File: src/rtl/uart_fifo_mmio_if.sv
// Single-cycle MMIO bus bundle between the core (master) and the LED/UART peripheral (slave).
`ifndef ADDR_W
`define ADDR_W 32
`endif
`ifndef XLEN
`define XLEN 32
`endif

interface uart_fifo_mmio_if;
  logic              mmio_req;
  logic              mmio_we;
  logic [`ADDR_W-1:0] mmio_addr;
  logic [`XLEN-1:0]   mmio_wdata;
  logic [`XLEN-1:0]   mmio_rdata;
  logic              mmio_ready;

  modport master (output mmio_req, mmio_we, mmio_addr, mmio_wdata,
                  input  mmio_rdata, mmio_ready);
  modport slave  (input  mmio_req, mmio_we, mmio_addr, mmio_wdata,
                  output mmio_rdata, mmio_ready);
endinterface

File: src/rtl/uart_fifo_mmio.sv
// LED register plus UART with TX/RX FIFOs, programmable divisor and sticky W1C error flags.
// Optional macro UART_LOOPBACK_EN adds CTRL bit0 routing uart_tx back into the receiver.
`ifndef ADDR_W
`define ADDR_W 32
`endif
`ifndef XLEN
`define XLEN 32
`endif
`ifndef IO_BASE_ADDR
`define IO_BASE_ADDR 32'h1000_0000
`endif
`ifndef IO_LED_WIDTH
`define IO_LED_WIDTH 8
`endif
`ifndef UART_DIV
`define UART_DIV 16
`endif

module uart_fifo_mmio #(
  parameter logic [`ADDR_W-1:0] BASE_ADDR = `IO_BASE_ADDR,
  parameter int LED_W    = `IO_LED_WIDTH,
  parameter int UART_DIV = `UART_DIV,
  parameter int TX_DEPTH = 8,
  parameter int RX_DEPTH = 8
) (
  input  logic             clk,
  input  logic             rst_n,
  uart_fifo_mmio_if.slave  bus,
  output logic [LED_W-1:0] led_out,
  output logic             uart_tx,
  input  logic             uart_rx
);
  localparam int AW  = `ADDR_W;
  localparam int XL  = `XLEN;
  localparam int TXA = $clog2(TX_DEPTH);
  localparam int RXA = $clog2(RX_DEPTH);
  localparam int TXP = TXA + 1;
  localparam int RXP = RXA + 1;
  localparam logic [15:0] DIV_RST = (UART_DIV < 2) ? 16'd2 : 16'(UART_DIV);

  logic [AW-1:0] off;
  assign off = bus.mmio_addr - BASE_ADDR;
  logic wr, rd;
  assign wr = bus.mmio_req &&  bus.mmio_we;
  assign rd = bus.mmio_req && !bus.mmio_we;
  logic wr_led, wr_tx, wr_stat, wr_div, rd_led, rd_stat, rd_rx, rd_div;
  assign wr_led  = wr && off == AW'(0);
  assign wr_tx   = wr && off == AW'(4);
  assign wr_stat = wr && off == AW'(8);
  assign wr_div  = wr && off == AW'(16);
  assign rd_led  = rd && off == AW'(0);
  assign rd_stat = rd && off == AW'(8);
  assign rd_rx   = rd && off == AW'(12);
  assign rd_div  = rd && off == AW'(16);
  assign bus.mmio_ready = bus.mmio_req;

  logic [LED_W-1:0] led_q;
  logic [15:0]      div_q, div_wr;
  logic             ovr_q, ferr_q, ovf_q;
  assign div_wr = (bus.mmio_wdata[15:0] < 16'd2) ? 16'd2 : bus.mmio_wdata[15:0];

  // ---------------- TX FIFO and shifter ----------------
  logic [7:0]   tx_mem [TX_DEPTH];
  logic [TXA:0] tx_wp_q, tx_rp_q;
  logic         tx_empty, tx_full, tx_pop, tx_push, tx_last;
  logic         tx_act_q, tx_q;
  logic [8:0]   tx_sh_q;
  logic [3:0]   tx_bit_q;
  logic [15:0]  tx_cnt_q, tx_div_q;

  assign tx_empty = tx_wp_q == tx_rp_q;
  assign tx_full  = (tx_wp_q[TXA] != tx_rp_q[TXA]) && (tx_wp_q[TXA-1:0] == tx_rp_q[TXA-1:0]);
  assign tx_last  = tx_act_q && tx_cnt_q == 16'd0 && tx_bit_q == 4'd9;
  // Reloading on the last cycle of a stop bit keeps consecutive frames gapless.
  assign tx_pop   = !tx_empty && (!tx_act_q || tx_last);
  assign tx_push  = wr_tx && (!tx_full || tx_pop);

  always_ff @(posedge clk) begin
    if (tx_push) tx_mem[tx_wp_q[TXA-1:0]] <= bus.mmio_wdata[7:0];
  end

  always_ff @(posedge clk or negedge rst_n) begin
    if (!rst_n) begin
      tx_wp_q  <= '0;
      tx_rp_q  <= '0;
      tx_act_q <= 1'b0;
      tx_q     <= 1'b1;
      tx_sh_q  <= '0;
      tx_bit_q <= '0;
      tx_cnt_q <= '0;
      tx_div_q <= DIV_RST;
    end else begin
      if (tx_push) tx_wp_q <= tx_wp_q + TXP'(1);
      if (tx_pop) begin
        tx_rp_q  <= tx_rp_q + TXP'(1);
        tx_act_q <= 1'b1;
        tx_q     <= 1'b0;
        tx_sh_q  <= {1'b1, tx_mem[tx_rp_q[TXA-1:0]]};
        tx_bit_q <= '0;
        tx_cnt_q <= div_q - 16'd1;
        tx_div_q <= div_q;
      end else if (tx_act_q) begin
        if (tx_cnt_q != 16'd0) begin
          tx_cnt_q <= tx_cnt_q - 16'd1;
        end else if (tx_bit_q == 4'd9) begin
          tx_act_q <= 1'b0;
          tx_q     <= 1'b1;
        end else begin
          tx_q     <= tx_sh_q[0];
          tx_sh_q  <= {1'b1, tx_sh_q[8:1]};
          tx_bit_q <= tx_bit_q + 4'd1;
          tx_cnt_q <= tx_div_q - 16'd1;
        end
      end
    end
  end
  assign uart_tx = tx_q;

  // ---------------- RX synchroniser and receiver ----------------
  logic rx_in;
`ifdef UART_LOOPBACK_EN
  logic ctrl_q;
  logic wr_ctrl, rd_ctrl;
  assign wr_ctrl = wr && off == AW'(20);
  assign rd_ctrl = rd && off == AW'(20);
  assign rx_in   = ctrl_q ? tx_q : uart_rx;
  always_ff @(posedge clk or negedge rst_n) begin
    if (!rst_n)       ctrl_q <= 1'b0;
    else if (wr_ctrl) ctrl_q <= bus.mmio_wdata[0];
  end
`else
  assign rx_in = uart_rx;
`endif

  typedef enum logic [2:0] {RX_IDLE, RX_START, RX_DATA, RX_STOP, RX_WAIT} rx_state_t;
  rx_state_t   rx_state_q;
  logic        rx_s1_q, rx_s2_q, rx_prev_q, rx_push_q, rx_ferr_q;
  logic [15:0] rx_cnt_q, rx_div_q;
  logic [2:0]  rx_bit_q;
  logic [7:0]  rx_sh_q;

  always_ff @(posedge clk or negedge rst_n) begin
    if (!rst_n) begin
      rx_s1_q    <= 1'b1;
      rx_s2_q    <= 1'b1;
      rx_prev_q  <= 1'b1;
      rx_state_q <= RX_IDLE;
      rx_cnt_q   <= '0;
      rx_div_q   <= DIV_RST;
      rx_bit_q   <= '0;
      rx_sh_q    <= '0;
      rx_push_q  <= 1'b0;
      rx_ferr_q  <= 1'b0;
    end else begin
      rx_s1_q   <= rx_in;
      rx_s2_q   <= rx_s1_q;
      rx_prev_q <= rx_s2_q;
      rx_push_q <= 1'b0;
      rx_ferr_q <= 1'b0;
      case (rx_state_q)
        RX_IDLE: if (rx_prev_q && !rx_s2_q) begin
          rx_state_q <= RX_START;
          rx_div_q   <= div_q;
          rx_cnt_q   <= (div_q >> 1) - 16'd1;
        end
        RX_START: if (rx_cnt_q != 16'd0) rx_cnt_q <= rx_cnt_q - 16'd1;
                  else if (rx_s2_q) rx_state_q <= RX_IDLE;
                  else begin
                    rx_state_q <= RX_DATA;
                    rx_cnt_q   <= rx_div_q - 16'd1;
                    rx_bit_q   <= '0;
                  end
        RX_DATA: if (rx_cnt_q != 16'd0) rx_cnt_q <= rx_cnt_q - 16'd1;
                 else begin
                   rx_sh_q  <= {rx_s2_q, rx_sh_q[7:1]};
                   rx_cnt_q <= rx_div_q - 16'd1;
                   if (rx_bit_q == 3'd7) rx_state_q <= RX_STOP;
                   else rx_bit_q <= rx_bit_q + 3'd1;
                 end
        RX_STOP: if (rx_cnt_q != 16'd0) rx_cnt_q <= rx_cnt_q - 16'd1;
                 else if (rx_s2_q) begin
                   rx_push_q  <= 1'b1;
                   rx_state_q <= RX_IDLE;
                 end else begin
                   rx_ferr_q  <= 1'b1;
                   rx_state_q <= RX_WAIT;
                 end
        RX_WAIT: if (rx_s2_q) rx_state_q <= RX_IDLE;
        default: rx_state_q <= RX_IDLE;
      endcase
    end
  end

  // ---------------- RX FIFO ----------------
  logic [7:0]   rx_mem [RX_DEPTH];
  logic [RXA:0] rx_wp_q, rx_rp_q;
  logic         rx_empty, rx_full, rx_pop, rx_push;
  assign rx_empty = rx_wp_q == rx_rp_q;
  assign rx_full  = (rx_wp_q[RXA] != rx_rp_q[RXA]) && (rx_wp_q[RXA-1:0] == rx_rp_q[RXA-1:0]);
  assign rx_pop   = rd_rx && !rx_empty;
  assign rx_push  = rx_push_q && (!rx_full || rx_pop);

  always_ff @(posedge clk) begin
    if (rx_push) rx_mem[rx_wp_q[RXA-1:0]] <= rx_sh_q;
  end

  // Sticky flags: a set event in the same cycle as a W1C clear wins.
  always_ff @(posedge clk or negedge rst_n) begin
    if (!rst_n) begin
      rx_wp_q <= '0;
      rx_rp_q <= '0;
      led_q   <= '0;
      div_q   <= DIV_RST;
      ovr_q   <= 1'b0;
      ferr_q  <= 1'b0;
      ovf_q   <= 1'b0;
    end else begin
      if (rx_push) rx_wp_q <= rx_wp_q + RXP'(1);
      if (rx_pop)  rx_rp_q <= rx_rp_q + RXP'(1);
      if (wr_led)  led_q   <= bus.mmio_wdata[LED_W-1:0];
      if (wr_div)  div_q   <= div_wr;
      ovr_q  <= (rx_push_q && rx_full && !rx_pop) || (ovr_q && !(wr_stat && bus.mmio_wdata[3]));
      ferr_q <= rx_ferr_q || (ferr_q && !(wr_stat && bus.mmio_wdata[4]));
      ovf_q  <= (wr_tx && tx_full && !tx_pop) || (ovf_q && !(wr_stat && bus.mmio_wdata[5]));
    end
  end
  assign led_out = led_q;

  logic [XL-1:0] rdata;
  always_comb begin
    rdata = '0;
    if (rd_led)  rdata[LED_W-1:0] = led_q;
    if (rd_stat) rdata[5:0] = {ovf_q, ferr_q, ovr_q, !rx_empty, tx_full, !tx_empty || tx_act_q};
    if (rd_rx && !rx_empty) rdata[7:0] = rx_mem[rx_rp_q[RXA-1:0]];
    if (rd_div)  rdata[15:0] = div_q;
`ifdef UART_LOOPBACK_EN
    if (rd_ctrl) rdata[0] = ctrl_q;
`endif
  end
  assign bus.mmio_rdata = rdata;

  logic unused_wdata;
  assign unused_wdata = ^bus.mmio_wdata;
endmodule

File: src/flat_wrapper.sv
// flat-port wrapper written by rule: the top's interface ports become plain ports
module uart_fifo_mmio_flat 
#(
  parameter logic [`ADDR_W-1:0] BASE_ADDR = `IO_BASE_ADDR,
  parameter int LED_W    = `IO_LED_WIDTH,
  parameter int UART_DIV = `UART_DIV,
  parameter int TX_DEPTH = 8,
  parameter int RX_DEPTH = 8
)
  (clk, rst_n, led_out, uart_tx, uart_rx, bus_mmio_req, bus_mmio_we, bus_mmio_addr, bus_mmio_wdata, bus_mmio_rdata, bus_mmio_ready);
  uart_fifo_mmio_if bus_i ();
  input  logic clk;
  input  logic rst_n;
  output logic [LED_W-1:0] led_out;
  output logic uart_tx;
  input  logic uart_rx;
  input wire logic [$bits(bus_i.mmio_req)-1:0] bus_mmio_req;
  input wire logic [$bits(bus_i.mmio_we)-1:0] bus_mmio_we;
  input wire logic [$bits(bus_i.mmio_addr)-1:0] bus_mmio_addr;
  input wire logic [$bits(bus_i.mmio_wdata)-1:0] bus_mmio_wdata;
  output wire logic [$bits(bus_i.mmio_rdata)-1:0] bus_mmio_rdata;
  output wire logic [$bits(bus_i.mmio_ready)-1:0] bus_mmio_ready;
  assign bus_i.mmio_req = bus_mmio_req;
  assign bus_i.mmio_we = bus_mmio_we;
  assign bus_i.mmio_addr = bus_mmio_addr;
  assign bus_i.mmio_wdata = bus_mmio_wdata;
  assign bus_mmio_rdata = bus_i.mmio_rdata;
  assign bus_mmio_ready = bus_i.mmio_ready;
  uart_fifo_mmio #(.BASE_ADDR(BASE_ADDR), .LED_W(LED_W), .UART_DIV(UART_DIV), .TX_DEPTH(TX_DEPTH), .RX_DEPTH(RX_DEPTH)) u_core (.clk(clk), .rst_n(rst_n), .bus(bus_i), .led_out(led_out), .uart_tx(uart_tx), .uart_rx(uart_rx));
endmodule
File: config.mk
export PLATFORM = sky130hd
export DESIGN_NAME = uart_fifo_mmio_flat
export DESIGN_NICKNAME = d
export VERILOG_FILES = /design/src/rtl/uart_fifo_mmio_if.sv /design/src/rtl/uart_fifo_mmio.sv /design/src/flat_wrapper.sv
export SDC_FILE = /design/constraint.sdc
export NUM_CORES = 1
export LEC_CHECK = 0
export BUFFER_PORTS_ARGS = -buffer_cell sky130_fd_sc_hd__buf_4
export CORE_UTILIZATION = 62
export CTS_BUF_LIST = sky130_fd_sc_hd__clkbuf_8
export CTS_CLUSTER_DIAMETER = 100
export CTS_CLUSTER_SIZE = 20
export DETAILED_ROUTE_END_ITERATION = 12
export PLACE_DENSITY = 0.82
export SYNTH_ARGS = -nofsm -noshare
export SYNTH_HDL_FRONTEND = slang
export SYNTH_SLANG_ARGS = --single-unit
File: constraint.sdc
create_clock -name clk -period 5.4 [get_ports clk]
set_input_delay 1.08 -clock clk [delete_from_list [all_inputs] [get_ports clk]]
set_output_delay 1.08 -clock clk [all_outputs]
set_load 0.005 [all_outputs]
==> flow_metrics.env, run 1 <==
export IMPL_fin_clk_skew_ns=0.03268
export IMPL_yosysWarnings=0
export IMPL_dr_pass1_iters=5
export IMPL_unrepaired_setup_endpoints_after_global_routing="no"
export IMPL_hold_slack_ns=0.3745
export IMPL_synthArstFlopShare_pct=52.42
export IMPL_crit_path_start="bus_mmio_addr[13]"
export IMPL_ys_seq_area_share_pct=57.38
export IMPL_clock_latency_ns=0.54
export IMPL_ctsHtreeMaxLevel=1
export IMPL_grt_remaining_overflow=0
export IMPL_vdd_drop_max_uv=251.4
export IMPL_dominant_combinational_cell_family_by_area_after_synthesis="simple AND/OR/NAND/NOR gates"
export IMPL_critical_path_reg2reg_startpoint="u_core.tx_cnt_q[9]"
export IMPL_outcome="finished clean"
export IMPL_hold_buffers=0
export IMPL_post_synth_xor_area_fraction_pct=4.017
export IMPL_r2r_setup_slack_ns=1.52
export IMPL_rows=52
export IMPL_grt_first_pass_wirelength_um=46370
export IMPL_path_class="input port to output port"
export IMPL_data_required_time_at_the_worst_endpoint_ns=4.32
export IMPL_synth_simple_area_share_pct=13.86
export IMPL_fin_nets=1248
export IMPL_tritoncts="built"
export IMPL_critical_path_peak_fanout=6
export IMPL_power_density_cell_area_nw_per_um2=278.6
export IMPL_totalWireLength_um=28840
export IMPL_grt_start_max_net_pins=92
export IMPL_worstRegToRegCells=13
export IMPL_postLayoutCoreUtil_pct=68.82
export IMPL_timing_critical_path_arrival_ns=3.35
export IMPL_p_leak_nw=5.745
export IMPL_route_detailed_wl_per_inst_um=19.96
export IMPL_syn_area_per_cell_um2=11.66
export IMPL_cts_path_max_buffers=3
export IMPL_boundaryPins=111
export IMPL_drv_max_cap_violation_count=0
export IMPL_fmax_mhz=225.5
export IMPL_final_std_cell_area_no_fill_um2=13970
export IMPL_tightestPinTransition_ns=1.083
export IMPL_grt_antenna_before_repair=0
export IMPL_number_of_flops_mapped_to_enable_cells_by_yosys=128
export IMPL_final_instance_count_excl_fill=1445
export IMPL_num_fill_cells=1471
export IMPL_synth_mux_area_fraction_pct=10.43
export IMPL_grt_use_total_pct=27.83
export IMPL_cts_resized=0
export IMPL_initial_core_util_pct=63.37
export IMPL_die_w_um=146.0
export IMPL_syn2layout_area_growth_pct=8.598
export IMPL_maxSlewViolCount=0
export IMPL_crit_reg2reg_capture="u_core.tx_cnt_q[14]"
export IMPL_cts_sink_count=269
export IMPL_critical_path_startpoint_type="input port"
export IMPL_seqCellArea_um2=7381
export IMPL_slew_headroom_pct=27.51
export IMPL_yosys_area_share_adder_pct=1.264
export IMPL_via_count_of_the_first_global_routing_pass=8685
export IMPL_vias_per_cell=6.170
export IMPL_detailed_place_area_um2=13690
export IMPL_cts_inserted_buffers=17
export IMPL_finalWorstPathRequiredPeriod_ns=4.435
export IMPL_synth_area_um2=12860
export IMPL_place_detailed_hpwl_um=19890
export IMPL_syn_instance_count=1103
export IMPL_crit_share_post_route_pct=82.12
export IMPL_drive_gt1_share_pct=17.79
export IMPL_dieArea_um2=21330
export IMPL_post_cts_repair_setup_buffers=0
export IMPL_fp_dieH_um=146.0
export IMPL_cts_root_buf="clkbuf_8"
export IMPL_clk_pin_slew_worst_paths_ns=0.12
export IMPL_antenna_left=0
export IMPL_via_count=8916
export IMPL_cp_endpoint="bus_mmio_rdata[2]"
export IMPL_placed_cells=1417
export IMPL_synth_cell_type_count=68
export IMPL_worst_hold_path_type="register to register"
export IMPL_mostFrequentLayoutCell="nand2_1"
export IMPL_drc=0
export IMPL_multi_input_area_um2=5139
export IMPL_final_critical_path_setup_slack_ns=0.9653
export IMPL_gp_routability_congestion=0.8847
export IMPL_place_ws_ns=1.030
export IMPL_ys_flop_type="dfrtp_1"
export IMPL_postSynthRegisterBits=269
export IMPL_worst_setup_path_end_kind="output port"
export IMPL_port_buffers=78
export IMPL_setup_tns_ns=0
export IMPL_drt_iter0_markers=724
export IMPL_post_layout_total_power_mw=3.893
export IMPL_core_area_um2=20300
export IMPL_synth_compound_area_share_pct=9.843
export IMPL_antenna_cells=0
export IMPL_setup_viol=0
export IMPL_hold_viol_final=0
export IMPL_layout_common_cells="135 x nand2_1, 134 x dfrtp_1, 128 x edfxtp_1"
## registers in the layout, summed over array words and instances (netlist names), 3 cells and up
register	count
u_core.rx_sh_q	8
u_core.rx_wp_q	4
u_core.rx_cnt_q	16
u_core.tx_rp_q	4
u_core.rx_bit_q	3
u_core.tx_bit_q	4
u_core.rx_rp_q	4
u_core.rx_mem	64
u_core.tx_mem	64
u_core.div_q	16
u_core.tx_wp_q	4
u_core.tx_cnt_q	16
u_core.rx_state_q	3
u_core.tx_sh_q	9
u_core.tx_div_q	16
u_core.led_out	8
u_core.rx_div_q	16
## metal layers
layer	wire length (um)	share of wire, %	up-vias	track usage, %
li1	-	-	4129	-
met1	11950	41	4404	38.69
met2	14440	50	322	46.91
met3	1778	6.2	61	3.562
met4	673	2.3	0	7.292
met5	0	0	-	0
## synthesized netlist by cell type, drive strengths merged (7+ instances only)
library cell | instances | share of area, %
buf | 28 | 1.3
dfrtp | 134 | 26
nand4 | 8 | 0.39
edfxtp | 128 | 30
mux4 | 32 | 5.6
o22ai | 12 | 0.58
o21ai | 68 | 2.6
a21o | 12 | 0.70
nand2b | 17 | 0.83
clkbuf | 43 | 1.3
nor4 | 24 | 1.3
and2 | 11 | 0.53
mux2 | 40 | 3.5
inv | 19 | 0.55
nor2 | 90 | 2.6
ha | 13 | 1.3
or4 | 9 | 0.55
nand2 | 135 | 3.9
nand3 | 19 | 0.74
nor3 | 33 | 1.3
mux2i | 17 | 1.3
a221oi | 11 | 0.75
a31oi | 11 | 0.53
xor2 | 21 | 1.4
xnor2 | 38 | 2.6
a21oi | 58 | 2.3
dfstp | 7 | 1.4
## power by group
| group | leakage [nW] | internal, mW | switching [mW] |
|---|---|---|---|
| sequential | 3.05 | 2.22 | 0.104 |
| clock | 0.182 | 0.303 | 0.613 |
| combinational | 2.52 | 0.250 | 0.398 |
## area by class of cell
cell class                      instances  area share (%)
Clock buffer                           17           1.675
Tap cell                              270           2.418
Timing Repair Buffer                  100           5.401
Inverter                               20          0.5374
Multi-Input combinational cell        758           36.78
Clock inverter                         11          0.3493
Sequential cell                       269           52.83
## worst max-delay path: stages
cell	delay [ns]
buf_4	0.11
nor4_1	0.29
nand4_1	0.17
nor2_1	0.29
nand2_1	0.14
nor3_1	0.57
a221oi_1	0.19
a21oi_1	0.21
a21o_1	0.17
buf_4	0.13
## how the worst min path moves through the flow
stage / from / slack [ns] / end / cells after the start
global placement: u_core.rx_s1_q / 0.35 / u_core.rx_s2_q / 0
floorplan: u_core.rx_s1_q / 0.35 / u_core.rx_s2_q / 0
CTS: u_core.rx_s1_q / 0.38 / u_core.rx_s2_q / 0
global route: u_core.rx_s1_q / 0.38 / u_core.rx_s2_q / 0
finish: u_core.rx_s1_q / 0.37 / u_core.rx_s2_q / 0
detailed placement: u_core.rx_s1_q / 0.35 / u_core.rx_s2_q / 0
## cells by family (layout without fill, tap and decap cells)
| kind of cell | count (synthesis) | after routing |
|---|---|---|
| adders and majority gates | 13 | 13 |
| and+or+nand+nor | 374 | 374 |
| buffers and inverters | 91 | 148 |
| DFF | 269 | 269 |
| other | 1 | 16 |
| AOI/OAI and AO/OA | 207 | 207 |
| xor gates and xnor gates | 59 | 59 |
| muxes | 89 | 89 |
No activity file was read; power rests on OpenSTA's default activity.
==> run 2, diff against run 1 <==
--- a/config.mk
+++ b/config.mk
@@ -6,12 +6,12 @@
 export NUM_CORES = 1
 export LEC_CHECK = 0
 export BUFFER_PORTS_ARGS = -buffer_cell sky130_fd_sc_hd__buf_4
-export CORE_UTILIZATION = 62
+export CORE_UTILIZATION = 56
 export CTS_BUF_LIST = sky130_fd_sc_hd__clkbuf_8
 export CTS_CLUSTER_DIAMETER = 100
 export CTS_CLUSTER_SIZE = 20
 export DETAILED_ROUTE_END_ITERATION = 12
-export PLACE_DENSITY = 0.82
+export PLACE_DENSITY = 0.79
 export SYNTH_ARGS = -nofsm -noshare
 export SYNTH_HDL_FRONTEND = slang
 export SYNTH_SLANG_ARGS = --single-unit
==> constraint.sdc (replaced) <==
create_clock -name clk -period 3.7 [get_ports clk]
set_input_delay 0.74 -clock clk [delete_from_list [all_inputs] [get_ports clk]]
set_output_delay 0.74 -clock clk [all_outputs]
set_load 0.005 [all_outputs]
==> flow_metrics.env, run 2 (synthesis gave the netlist of run 1 again) <==
export IMPL_worst_hold_path_type="input port to asynchronous set/reset pin"
export IMPL_mostFrequentLayoutCell="nand2_1"
export IMPL_initial_core_util_pct=56.99
export IMPL_syn2layout_area_growth_pct=10.43
export IMPL_critical_path_peak_fanout=8
export IMPL_via_count_of_the_first_global_routing_pass=8776
export IMPL_setup_viol=0
export IMPL_outcome="finished clean"
export IMPL_cts_inserted_buffers=17
export IMPL_slew_headroom_pct=31.26
export IMPL_clock_latency_ns=0.52
export IMPL_power_switching_share_pct=28.50
export IMPL_vias_per_cell=5.985
export IMPL_drive_gt1_share_pct=19.75
export IMPL_fmax_mhz=288.0
export IMPL_place_detailed_hpwl_um=19770
export IMPL_final_instance_count_excl_fill=1485
export IMPL_grt_use_total_pct=24.68
export IMPL_flop_pwr_share_pct=59.6
export IMPL_antenna_cells=0
export IMPL_antenna_left=0
export IMPL_hold_viol_final=0
export IMPL_dr_pass1_iters=6
export IMPL_die_w_um=153.6
export IMPL_finalWorstPathRequiredPeriod_ns=3.472
export IMPL_ctsHtreeMaxLevel=1
export IMPL_pwr_share_clk_pct=23.6
export IMPL_hold_buffers=0
export IMPL_boundaryPins=111
export IMPL_fp_dieH_um=153.6
export IMPL_pwr_share_comb_pct=16.9
export IMPL_grt_use_met1_pct=34.15
export IMPL_fin_clk_skew_ns=0.01945
export IMPL_setup_tns_ns=0
export IMPL_timing_critical_path_arrival_ns=2.73
export IMPL_clk_pin_slew_worst_paths_ns=0.13
export IMPL_rows=55
export IMPL_cell_internal_pwr_mw=4.079
export IMPL_grt_start_max_net_pins=75
export IMPL_gp_routability_congestion=0.9039
export IMPL_drv_max_cap_violation_count=0
export IMPL_grt_remaining_overflow=0
export IMPL_critical_path_startpoint_type="input port"
export IMPL_totalWireLength_um=28490
export IMPL_post_layout_total_power_mw=5.705
export IMPL_drt_iter0_markers=739
export IMPL_fin_nets=1273
export IMPL_tritoncts="built"
export IMPL_path_class="input port to output port"
export IMPL_cts_sink_count=269
export IMPL_via_count=8888
export IMPL_crit_share_post_route_pct=93.85
export IMPL_place_ws_ns=0.2279
export IMPL_grt_busiest_layer="met2"
export IMPL_unrepaired_setup_endpoints_after_global_routing="no"
export IMPL_drc=0
export IMPL_use_met3_pct=2.537
export IMPL_dieArea_um2=23580
export IMPL_p_leak_nw=5.891
export IMPL_netSwitchingPower_mw=1.626
export IMPL_data_required_time_at_the_worst_endpoint_ns=2.96
export IMPL_post_cts_repair_setup_buffers=0
export IMPL_tightestPinTransition_ns=1.027
export IMPL_layout_common_cells="135 x nand2_1, 133 x dfrtp_1, 128 x edfxtp_1"
export IMPL_worst_setup_path_end_kind="output port"
export IMPL_placed_cells=1457
export IMPL_port_buffers=78
export IMPL_maxSlewViolCount=0
export IMPL_cts_path_max_buffers=3
export IMPL_grt_antenna_before_repair=0
export IMPL_vdd_drop_max_uv=320.3
export IMPL_grt_first_pass_wirelength_um=45980
export IMPL_hold_slack_ns=0.2217
export IMPL_core_area_um2=22570
export IMPL_cts_root_buf="clkbuf_8"
export IMPL_route_detailed_wl_per_inst_um=19.18
export IMPL_final_critical_path_setup_slack_ns=0.2277
export IMPL_power_density_cell_area_nw_per_um2=401.6
export IMPL_gr_usage_met2_pct=42.01
## run 2: critical path, stage by stage
cell and delay (ns):
buf_4 0.11, nor4_1 0.30, nand4_1 0.17, nor2_1 0.28, nand2_1 0.14, nor3_1 0.15, buf_4 0.19, a221oi_1 0.11
a21oi_1 0.35, buf_4 0.19
## run 2: metal layers
| layer | routed length (um) | part of all wire (%) |
|---|---|---|
| met1 | 12410 | 44 |
| met3 | 1457 | 5.1 |
| met4 | 650 | 2.3 |
| met2 | 13970 | 49 |
| met5 | 0 | 0 |
## run 2: power groups by stage
| stage | Sequential, mW | Clock [mW] | Combinational, mW |
|---|---|---|---|
| after CTS | 3.39 | 1.37 | 0.958 |
| after floorplan | 3.40 | 0 | 0.721 |
| after global routing | 3.42 | 1.47 | 1.10 |
| final | 3.40 | 1.34 | 0.961 |
| after global placement | 3.45 | 0 | 0.923 |
| after detailed placement | 3.46 | 0 | 0.954 |
## run 2: path summary, 6_finish.rpt
kind	start	endpoint	slack [ns]	depth (start not counted)
min	rst_n	u_core.div_q[5]	0.22	1
max reg2reg	u_core.tx_cnt_q[9]	u_core.tx_cnt_q[12]	0.26	13
min in group clk	uart_rx	u_core.rx_s1_q	0.31	1
max in group asynchronous	rst_n	u_core.rx_prev_q	2.61	2
max	bus_mmio_addr[1]	bus_mmio_rdata[6]	0.23	10
min reg2reg	u_core.rx_s1_q	u_core.rx_s2_q	0.37	0
## run 2: layout make-up
class / count / area (um^2)
timing repair buffer: 125 / 954.7
clock inverter: 11 / 53.80
inverter: 20 / 75.07
multi-input combinational: 758 / 5149
clock buffer: 17 / 234.0
sequential: 269 / 7382
tap: 285 / 356.6
fill: 1763 / 8367
## run 2: repair_timing
item | CTS | global route
hold endpoints to repair | 0 | 0
setup endpoints to repair | 0 | 5
gates resized for setup | 0 | 3
## run 2: metrics by stage
step | utilization [%] | cell area (um^2)
global route | 62.93 | 14200
CTS | 62.88 | 14190
finish | 62.93 | 14200
global placement | 61.61 | 13910
floorplan | - | 12920
detailed placement | 61.61 | 13910
